$ cat config.mk
export PLATFORM = sky130hd
export DESIGN_NAME = fetch_mem_arbiter
export DESIGN_NICKNAME = d
export VERILOG_FILES = /design/src/rtl/fetch_mem_arbiter_pkg.sv /design/src/rtl/fetch_arb_rr2.sv /design/src/rtl/fetch_mem_arbiter.sv
export SDC_FILE = /design/constraint.sdc
export NUM_CORES = 1
export LEC_CHECK = 0
export CORE_AREA = 2 2 110 112
export CTS_CLUSTER_DIAMETER = 30
export DETAILED_ROUTE_END_ITERATION = 12
export DIE_AREA = 0 0 112 114
export GPL_ROUTABILITY_DRIVEN = 0
export HOLD_SLACK_MARGIN = 0.12
export PLACE_DENSITY = 0.7
export SLEW_MARGIN = 10
export SYNTH_ARGS = -nofsm -noshare
export SYNTH_HDL_FRONTEND = slang
export SYNTH_SLANG_ARGS = --single-unit
$ cat constraint.sdc
create_clock -name clk -period 2.5 [get_ports clk]
set_input_delay 0.625 -clock clk [delete_from_list [all_inputs] [get_ports clk]]
set_output_delay 0.625 -clock clk [all_outputs]
set_load 0.005 [all_outputs]
$ cat src/rtl/fetch_mem_arbiter_pkg.sv
// Shared widths and types for the instruction-side fetch arbiter.
// Requester tags carry {opcode, mshr index, txn id}; memory tags prepend the requester id.
package fetch_mem_arbiter_pkg;

    localparam int ADDR_WIDTH              = 32;
    localparam int FETCH_DATA_WIDTH        = 64;
    localparam int ICACHE_REQ_OPCODE_WIDTH = 2;
    localparam int MSHR_ENTRY_INDEX_WIDTH  = 2;
    localparam int ROB_ENTRY_ID_WIDTH      = 4;

    localparam int FETCH_ARB_NUM_REQ   = 2;
    localparam int FETCH_ARB_TAG_WIDTH = ICACHE_REQ_OPCODE_WIDTH + MSHR_ENTRY_INDEX_WIDTH
                                       + ROB_ENTRY_ID_WIDTH;

    typedef struct packed {
        logic [ADDR_WIDTH-1:0]          addr;
        logic [FETCH_ARB_TAG_WIDTH-1:0] tag;
    } fetch_arb_req_t;

endpackage

$ cat src/rtl/fetch_arb_rr2.sv
// Two-way round-robin grant; the pointer moves past the winner only when a grant is accepted.
module fetch_arb_rr2
    import fetch_mem_arbiter_pkg::*;
(
    input  logic                         clk,
    input  logic                         rst,
    input  logic [FETCH_ARB_NUM_REQ-1:0] req_i,
    input  logic                         en_i,
    output logic [FETCH_ARB_NUM_REQ-1:0] rdy_o
);

    logic                         ptr_q;
    logic                         ptr_d;
    logic [FETCH_ARB_NUM_REQ-1:0] grant;
    logic                         accept;

    always_comb begin
        grant = req_i;
        if (req_i == 2'b11) begin
            grant = ptr_q ? 2'b10 : 2'b01;
        end
    end

    assign rdy_o  = en_i ? grant : 2'b00;
    assign accept = |(req_i & rdy_o);
    assign ptr_d  = accept ? ~rdy_o[1] : ptr_q;

    always_ff @(posedge clk or posedge rst) begin
        if (rst) begin
            ptr_q <= 1'b0;
        end else begin
            ptr_q <= ptr_d;
        end
    end

endmodule

$ cat src/rtl/fetch_mem_arbiter.sv
// Arbitrates the ICache miss path and the prefetcher onto one memory fetch port,
// with a one-entry output register, credit-limited issue and tag-routed responses.
module fetch_mem_arbiter
    import fetch_mem_arbiter_pkg::*;
#(
    parameter int ADDR_W          = ADDR_WIDTH,
    parameter int TAG_W           = ICACHE_REQ_OPCODE_WIDTH + MSHR_ENTRY_INDEX_WIDTH
                                  + ROB_ENTRY_ID_WIDTH,
    parameter int DATA_W          = FETCH_DATA_WIDTH,
    parameter int MAX_OUTSTANDING = 4,
    localparam int CNT_W          = $clog2(MAX_OUTSTANDING + 1)
) (
    input  logic                                  clk,
    input  logic                                  rst,
    input  logic [FETCH_ARB_NUM_REQ-1:0]          req_vld,
    output logic [FETCH_ARB_NUM_REQ-1:0]          req_rdy,
    input  logic [FETCH_ARB_NUM_REQ-1:0][ADDR_W-1:0] req_addr,
    input  logic [FETCH_ARB_NUM_REQ-1:0][TAG_W-1:0]  req_tag,
    output logic [FETCH_ARB_NUM_REQ-1:0]          ack_vld,
    input  logic [FETCH_ARB_NUM_REQ-1:0]          ack_rdy,
    output logic [DATA_W-1:0]                     ack_data,
    output logic [TAG_W-1:0]                      ack_tag,
    output logic                                  mem_req_vld,
    input  logic                                  mem_req_rdy,
    output logic [ADDR_W-1:0]                     mem_req_addr,
    output logic [TAG_W:0]                        mem_req_tag,
    input  logic                                  mem_ack_vld,
    output logic                                  mem_ack_rdy,
    input  logic [DATA_W-1:0]                     mem_ack_data,
    input  logic [TAG_W:0]                        mem_ack_tag,
    output logic [CNT_W-1:0]                      outstanding,
    output logic                                  err_underflow
);

    localparam logic [CNT_W-1:0] MAX_CNT = CNT_W'(MAX_OUTSTANDING);

    logic              vld_q, vld_d;
    logic [ADDR_W-1:0] addr_q, addr_d;
    logic [TAG_W:0]    tag_q, tag_d;
    logic [CNT_W-1:0]  cnt_q, cnt_d;
    logic              err_q, err_d;

    logic slot_free;
    logic can_issue;
    logic up_fire;
    logic win_id;
    logic ack_id;
    logic ack_fire;

    assign slot_free = !vld_q || mem_req_rdy;
    assign can_issue = slot_free && (cnt_q < MAX_CNT);

    fetch_arb_rr2 u_rr (
        .clk   (clk),
        .rst   (rst),
        .req_i (req_vld),
        .en_i  (can_issue),
        .rdy_o (req_rdy)
    );

    assign up_fire = |(req_vld & req_rdy);
    assign win_id  = req_rdy[1];

    // Output stage: hold until drained, refill in the same cycle as a drain.
    always_comb begin
        vld_d  = vld_q;
        addr_d = addr_q;
        tag_d  = tag_q;
        if (up_fire) begin
            vld_d  = 1'b1;
            addr_d = req_addr[win_id];
            tag_d  = {win_id, req_tag[win_id]};
        end else if (mem_req_rdy) begin
            vld_d  = 1'b0;
        end
    end

    // Responses are routed by the requester id echoed in the top tag bit.
    assign ack_id      = mem_ack_tag[TAG_W];
    assign ack_vld     = mem_ack_vld ? (ack_id ? 2'b10 : 2'b01) : 2'b00;
    assign mem_ack_rdy = ack_rdy[ack_id];
    assign ack_data    = mem_ack_data;
    assign ack_tag     = mem_ack_tag[TAG_W-1:0];
    assign ack_fire    = mem_ack_vld && mem_ack_rdy;

    always_comb begin
        cnt_d = cnt_q;
        err_d = err_q;
        unique case ({up_fire, ack_fire})
            2'b10: cnt_d = cnt_q + CNT_W'(1);
            2'b01: begin
                if (cnt_q == '0) begin
                    err_d = 1'b1;
                end else begin
                    cnt_d = cnt_q - CNT_W'(1);
                end
            end
            default: cnt_d = cnt_q;
        endcase
    end

    always_ff @(posedge clk or posedge rst) begin
        if (rst) begin
            vld_q <= 1'b0;
            cnt_q <= '0;
            err_q <= 1'b0;
        end else begin
            vld_q <= vld_d;
            cnt_q <= cnt_d;
            err_q <= err_d;
        end
    end

    // Address and tag are only meaningful while vld_q is set, so they skip reset.
    always_ff @(posedge clk) begin
        addr_q <= addr_d;
        tag_q  <= tag_d;
    end

    assign mem_req_vld   = vld_q;
    assign mem_req_addr  = addr_q;
    assign mem_req_tag   = tag_q;
    assign outstanding   = cnt_q;
    assign err_underflow = err_q;

endmodule
* Yosys cells after proc, flatten, opt, wreduce, memory -nomap -nowiden
Index checks and enable logic that the tools add are counted.
** Operators by class
- Add/subtract/negate cells :: 2
- Order comparisons :: 3
- Equality and inequality tests :: 4
- Muxes and demuxes :: 15
- Bitwise logic cells :: 2
- Reduce and logical (&&, ||, !) cells :: 10
** Operators with widths (number)
- 2-to-1 mux 32 bit :: 2
- 2-to-1 mux 8 bit :: 2
- 2-to-1 mux 2 bit :: 5
- case mux 3 bit (2 select lines) :: 1
- == test 2 bit (second input constant) :: 2
- less-than comparator 1 x 2 -> 1 bit (second input constant) :: 2
- 2-to-1 mux 1 bit :: 4
- AND reduction 2 bit :: 2
- nonzero test 2 bit :: 2
- adder 3 x 1 -> 3 bit (second input constant) :: 1
- zero test 3 bit :: 1
- less-than comparator 3 bit (second input constant) :: 1
- 2-to-1 mux 3 bit :: 1
- subtractor 3 x 1 -> 3 bit (second input constant) :: 1
- bitwise AND 2 bit :: 1
- == test 2 x 1 -> 1 bit (second input constant) :: 1
- logical AND 1 bit :: 2
- inequality test 2 bit (second input constant) :: 1
- OR reduction 2 bit :: 1
- zero test 1 bit :: 1
- logical OR 1 bit :: 1
- NOT 1 bit :: 1
** Storage, ports and cells
- Register bits :: 47
- Output and inout port bits :: 123

* Depth between registers and ports, before layout
Gate-level depths: netlist (run 1).
- Word-level depth :: 9
- Gate-level depth with buffers :: 6
- Mapped depth without buffers :: 6

* Hierarchy
A second synthesis (run 1) with hierarchy kept.
** Second synthesis, totals
- Cells, all modules :: 203
- Area total of the unflattened synthesis :: 2687.6 µm²
** Modules (own cells, without submodules)
- fetch_mem_arbiter :: times used 1, cells each 194, area each 2622.5 µm², seq. area each 1356.3 µm²
- fetch_arb_rr2 :: times used 1, cells each 9, area each 65.1 µm², seq. area each 25.0 µm²

* Worst setup path after synthesis (run 1)
Ideal clock, no wire load.
- Path kind :: input-to-reg
- Start point :: in req_vld[0]
- End point :: reg cnt_q[0], in the netlist outstanding[0]
- Library setup time :: 0.088 ns
- Data arrival time :: 2.187 ns
- Path slack :: 0.225 ns
- Stages on the path :: 4
- Buffers on the path :: 0
- Cell sequence :: nor2_2 > nor3_4 > a21oi_1 > a22oi_1
** Between the ends
- Word-level cells in the longest chain between the ends :: 8
- Elaborated cells between the ends (all ways) :: 11
- Those cells by class :: eq/ne: 4; mux: 3; bitwise: 1; reduce/logical: 3
** RTL lines
- start, declared :: line fetch_mem_arbiter.sv:15 : input logic [FETCH_ARB_NUM_REQ-1:0] req_vld,
- == test 2 bit :: line fetch_arb_rr2.sv:19 : if (req_i == 2'b11) begin
- 2-to-1 mux 2 bit :: line fetch_arb_rr2.sv:19
- 2-to-1 mux 2 bit :: line fetch_arb_rr2.sv:24 : assign rdy_o = en_i ? grant : 2'b00;
- bitwise AND 2 bit (*)
- OR reduction 2 bit (*)
- via u_rr.accept :: line fetch_arb_rr2.sv:15 : logic accept;
- == test 2 x 1 -> 1 bit or == test 2 bit (tied branches) :: line fetch_mem_arbiter.sv:89 : unique case ({up_fire, ack_fire})
- inequality test 2 bit (no source line) or nonzero test 2 bit (tied branches)
- AND reduction 2 bit (no source line)
- end signal, assigned :: line fetch_mem_arbiter.sv:109 : cnt_q <= cnt_d;
- end, declared :: line fetch_mem_arbiter.sv:40 : logic [CNT_W-1:0] cnt_q, cnt_d;
Mark *: on every way through the listed nets, which the timed path passes. The rest lies on a longest branch.
A chain may end at the register's enable or synchronous reset.

* Worst setup path in the final report (run 1)
- Start point :: in ack_rdy[0]
- End point :: out mem_ack_rdy
** Between the ends
- Word-level cells in the longest chain between the ends :: 2
** RTL lines
- start, declared :: line fetch_mem_arbiter.sv:20 : input logic [FETCH_ARB_NUM_REQ-1:0] ack_rdy,
- 2-to-1 mux 1 bit (not written as such) (2 in series) :: line fetch_mem_arbiter.sv:81 : assign mem_ack_rdy = ack_rdy[ack_id];
- end, declared :: line fetch_mem_arbiter.sv:28 : output logic mem_ack_rdy,
No other way between the ends. The select of a mux whose other input is x is not followed.

==> results of run 1 <==
==> how the worst max path moves through the flow <==
stage | start | to | slack, ps | depth (start not counted)
floorplan | req_vld[0] | outstanding[0] | 230 | 4
global placement | mem_req_rdy | req_rdy[1] | -180 | 6
detailed placement | req_vld[1] | outstanding[1] | -190 | 7
CTS | mem_req_rdy | req_rdy[1] | -140 | 6
global route | ack_rdy[0] | mem_ack_rdy | 80 | 3
finish | ack_rdy[0] | mem_ack_rdy | 110 | 3
==> stage by stage <==
stage | power (W) | cell area, µm² | cells | setup WS, ps | hold slack (ps)
2_1_floorplan | 0.00205 | 2870 | 201 | 225 | 416
3_5_place_dp | 0.00272 | 3940 | 420 | -195 | 451
6_report | 0.00332 | 4110 | 430 | 106 | 460
3_3_place_gp | 0.00269 | 3940 | 420 | -176 | 449
5_1_grt | 0.00350 | 4110 | 430 | 80.9 | 499
4_1_cts | 0.00337 | 4090 | 429 | -137 | 467
==> layout make-up <==
cell class / count / area [µm²] / share of cell area
clock buffer: 6 / 129 / 0.0314
clock inverter: 2 / 12.5 / 0.00304
tap: 147 / 184 / 0.0447
timing repair buffer: 151 / 1500 / 0.365
multi-input combinational: 72 / 881 / 0.214
inverter: 5 / 21.3 / 0.00518
sequential: 47 / 1380 / 0.336
==> flip-flops by register name, indices dropped and copies added, names as in the netlist <==
| signal | flops |
|---|---|
| mem_req_addr | 32 |
| err_underflow | 1 |
| mem_req_tag | 9 |
| u_rr.ptr_q | 1 |
| outstanding | 3 |
| mem_req_vld | 1 |
==> power breakdown <==
group | internal, W | switching, W
logic | 0.000884 | 0.000535
clock network | 0.000369 | 0.000266
registers | 0.00117 | 0.0000943
==> cells in the final DEF (no fill, tap or decap), types with 2 or more instances in the layout <==
cell type / synthesis / routed
clkdlybuf4s50_1: 0 / 133
edfxtp_1: 41 / 41
mux2_4: 40 / 40
buf_4: 73 / 11
dfrtp_1: 6 / 6
clkbuf_16: 0 / 5
inv_1: 5 / 4
dlymetal6s2s_1: 0 / 4
a21oi_1: 3 / 3
nand2_1: 2 / 2
dlygate4sd2_1: 0 / 2
==> routing by layer <==
layer  track usage  part of all wire  vias up
li1              -                 -      798
met1        0.0958              0.25      798
met2         0.264              0.56      156
met3        0.0866              0.15       26
met4        0.0642             0.036        0
met5             0                 0        -
==> repair_timing <==
| action | CTS | global route |
|---|---|---|
| setup buffers | 1 | 1 |
| resized for setup | 3 | 5 |
| endpoints found under the setup margin | 3 | 3 |
| pin swaps | 0 | 1 |
| endpoints found under the hold margin | 0 | 0 |
==> kinds of logic after synthesis <==
| family | synth area share |
|---|---|
| buf+inv | 0.213 |
| flops | 0.481 |
| mux | 0.216 |
| simple gates | 0.0440 |
| compound gates | 0.0361 |
| xor+xnor | 0.00305 |
| fa+ha+maj | 0.00697 |
==> worst min-delay path: stages, from the launching register on <==
cell	delay, ps
dfrtp_1	340
inv_1	40
o41ai_1	50
==> flow_summary.yaml, run 1 <==
run:
  maxCapViolCount: 0
synth:
  ys_seq_area_frac: 0.481
  ys_types: 35
  syn_inst: 201
  yosys.area.top_type_share: 0.428
  synth.ff_latch_count: 47
  ys_warn_count: 0
  syn_nets: 363
  synth_ff_type: "edfxtp_1"
  synth_area_leaders: "edfxtp_1 43%, mux2_4 21%, buf_4 19%"
  synth_area_um2: 2870
  synthTopCellsByCount: "73 x buf_4, 41 x edfxtp_1, 40 x mux2_4"
  async_flop_share: 0.128
  netlist.top_cell.by_area: "edfxtp_1"
  synth_most_common_cell: "buf_4"
  avgSynthCellArea_um2: 14.3
  synth-edff-count: 41
hold_path:
  holdCritStartpoint: "err_underflow"
  hold_class: "flop to flop"
  whs_path_depth: 2
  holdPathEnd: "err_underflow"
pwr:
  p_per_area_nw_per_um2: 807
  p_leak_nw: 1.66
  vdd_drop_max_mv: 0.270
clock_tree:
  clk_pin_slew_ps: 60
  cts_made_buffers: 5
  cts_htree_levels: 2
  root_buffer: "clkbuf_16"
  cts_num_sinks: 47
  postCtsHoldBufs: 0
  clock_path_buffers: 2
  cts_tree: "yes"
  clock_latency_ps: 290
worst_setup_path:
  slowest_stage: "clkdlybuf4s50_1"
  reg2reg_slack_ps: 520
  arrival_ps: 1770
  r2r_start: "mem_req_vld"
  crit_path_frequent_cell: "clkdlybuf4s50_1"
  endpoint_kind: "primary output"
  reg2reg_depth: 7
  slowest_delay_ps: 450
  cp_num_buf_inv: 2
  crit_type: "primary input to primary output"
  crit_family: "buffers and inverters"
  path_max_fanout: 2
  crit_chain: "clkdlybuf4s50_1, mux2_4, clkdlybuf4s50_1"
  crit_required_ps: 1880
  worstSetupStartpointType: "primary input"
  r2r_end: "outstanding[1]"
global_routing:
  grt_remaining_overflow: 0
  track_usage: 0.134
  grt_pass1_wl_um: 12300
  grt_pass1_vias: 1806
  grt_start_max_net_pins: 41
  antenna_found_initial: 0
drt:
  vias: 1778
  drcViolationCount: 0
  viasPerCell: 4.13
  routedWlPerCell_um: 21.2
  dr.pass1.iters: 3
  totalWireLength_um: 9120
  ant_nets: 0
  drt_iter0_markers: 57
sta:
  rsz0062_at_grt: "no"
  tns_ps: 0
  maxSlewViolCount: 0
  fin_crit_sh: 0.957
  worst_pin_slew_ps: 755
  fmax_mhz: 418
  maxSlewHeadroom: 0.497
  skew_ps: 8.00
  finalSetupViolCount: 0
  finalHoldViolCount: 0
  min_period_ps: 2390
finish:
  diodes: 0
  drive_gt1_frac: 0.233
  utilization: 0.351
  n_fill_cell: 1140
  area_delta_synth_final_pct: 43.0
  fin_nets: 444
floorplanning:
  die_area_um2: 12800
  core_um2: 11700
  ios: 284
  fp.dieH_um: 114
  initial_core_util: 0.245
  core.rowCount: 40
  die_w_um: 112
placed_design:
  dp_hpwl_um: 7770
  io_buffers: 139
outcome:
  status: "finished clean"
Power figures use the tool's default switching activity.
==> run 2: changes to the inputs <==
RECOVER_POWER = 50   (was unset)
==> flow_summary.yaml, run 2 (same netlist as run 1, synthesis figures left out) <==
outcome:
  status: "finished clean"
clock_tree:
  cts_tree: "yes"
  root_buffer: "clkbuf_16"
  cts_num_sinks: 47
  cts_made_buffers: 5
  clk_pin_slew_ps: 60
  clock_latency_ps: 290
  cts_htree_levels: 2
  clock_path_buffers: 2
finish:
  final_common_cell: "clkdlybuf4s50_1"
  multi_input_area_um2: 862
  n_fill_cell: 1143
  fin_nets: 444
  utilization: 0.347
  mostFrequentLayoutCells: "132 x clkdlybuf4s50_1, 41 x edfxtp_1, 40 x mux2_4"
  area_delta_synth_final_pct: 41.6
  largest_register_ffs: 32
  regArea_um2: 1380
  instances_no_fill: 430
  drive_gt1_frac: 0.219
  diodes: 0
drt:
  ant_nets: 0
  vias: 1776
  viasPerCell: 4.13
  highest_layer: "met4"
  wirelength_met1_um: 2270
  totalWireLength_um: 9150
  dr.pass1.iters: 3
  drt_iter0_markers: 60
  dr_wl_met3_um: 1380
  met2_length_um: 5170
  routedWlPerCell_um: 21.3
  drcViolationCount: 0
sta:
  rsz0062_at_grt: "no"
  fin_crit_sh: 0.959
  finalSetupViolCount: 0
  worst_pin_slew_ps: 755
  tns_ps: 0
  skew_ps: 8.06
  maxSlewHeadroom: 0.497
  min_period_ps: 2400
  finalHoldViolCount: 0
  fmax_mhz: 417
  maxSlewViolCount: 0
worst_setup_path:
  path_max_fanout: 2
  crit_type: "primary input to primary output"
  worstSetupStartpointType: "primary input"
  slowest_delay_ps: 450
  arrival_ps: 1770
  crit_chain: "clkdlybuf4s50_1, mux2_4, clkdlybuf4s50_1"
  endpoint_kind: "primary output"
  crit_path_frequent_cell: "clkdlybuf4s50_1"
  crit_required_ps: 1880
  slowest_stage: "clkdlybuf4s50_1"
pwr:
  p_int_w: 0.00238
  combinationalPowerShare: 0.419
  p_clk_frac: 0.194
  p_leak_nw: 1.64
  p_per_area_nw_per_um2: 803
  power.switching_w: 0.000886
  seqPwrFrac: 0.387
  vdd_drop_max_mv: 0.270
  switching_share: 0.271
global_routing:
  grt_pass1_vias: 1806
  grt_pass1_wl_um: 12300
  grt_start_max_net_pins: 41
  grt_remaining_overflow: 0
  antenna_found_initial: 0
  track_usage: 0.134
run:
  maxCapViolCount: 0
floorplanning:
  initial_core_util: 0.245
  ios: 284
  fp.dieH_um: 114
  die_area_um2: 12800
  die_w_um: 112
  core_um2: 11700
  core.rowCount: 40
placed_design:
  dp_hpwl_um: 7770
  io_buffers: 139
  dpl.cell_count: 420
hold_path:
  hold_class: "flop to flop"
## run 2: changes by cell type in the layout (fill, tap and decap cells not counted)
cell | before | now
buf_12 | 1 | 0
buf_4 | 11 | 9
clkbuf_1 | 1 | 3
clkbuf_2 | 0 | 1
clkdlybuf4s50_1 | 133 | 132
dlygate4sd3_1 | 0 | 1
nor2b_1 | 1 | 2
nor2b_4 | 1 | 0
nor3_1 | 1 | 2
nor3_4 | 1 | 0
## run 2: final timing paths
check / start / end / slack [ps] / cells after the start
min in group asynchronous: rst / mem_req_vld / 700 / 2
worst min register to register: err_underflow / err_underflow / 460 / 2
worst min-delay path: err_underflow / err_underflow / 460 / 2
worst max register to register: mem_req_vld / mem_req_addr[31] / 300 / 4
worst max-delay path: ack_rdy[0] / mem_ack_rdy / 100 / 3
max in group asynchronous: rst / outstanding[2] / 1590 / 2
## run 2: through the flow
step	instance area [µm²]	power [W]	setup WS, ps	hold slack [ps]
after floorplan	2870	0.00205	225	416
after global placement	3940	0.00269	-176	449
after detailed placement	3940	0.00272	-195	451
after CTS	4090	0.00337	-137	467
after global routing	4070	0.00345	80.9	499
final	4070	0.00327	102	459
## run 2: cell type report
class | instances | area share
timing repair buffer | 151 | 0.363
sequential | 47 | 0.339
multi-input combinational | 72 | 0.212
tap | 147 | 0.0452
clock buffer | 6 | 0.0317
inverter | 5 | 0.00523
clock inverter | 2 | 0.00308
## run 2: critical path, delay by kind of cell
family | cells | cell delay, ps
buf+inv | 2 | 850
mux | 1 | 300
## run 2: power groups by stage
stage                     logic [W]  registers (W)  clock network [W]
after floorplan            0.000756        0.00130                  0
after global placement      0.00141        0.00127                  0
after detailed placement    0.00144        0.00128                  0
after CTS                   0.00144        0.00127           0.000664
after global routing        0.00146        0.00129           0.000693
final                       0.00137        0.00126           0.000635
## run 2: per-layer routing
layer / vias to the layer above / GRT usage
met5: - / 0
met4: 0 / 0.0642
met3: 26 / 0.0866
met2: 156 / 0.264
met1: 797 / 0.0958
li1: 797 / -
## run 2: what timing repair did
item                                   CTS  global route
buffers inserted                         1             1
setup endpoints to repair                3             3
gates resized for setup                  3             5
hold buffers                             0             0
cloned                                   0             0
pin swaps                                0             1
endpoints found under the hold margin    0             0
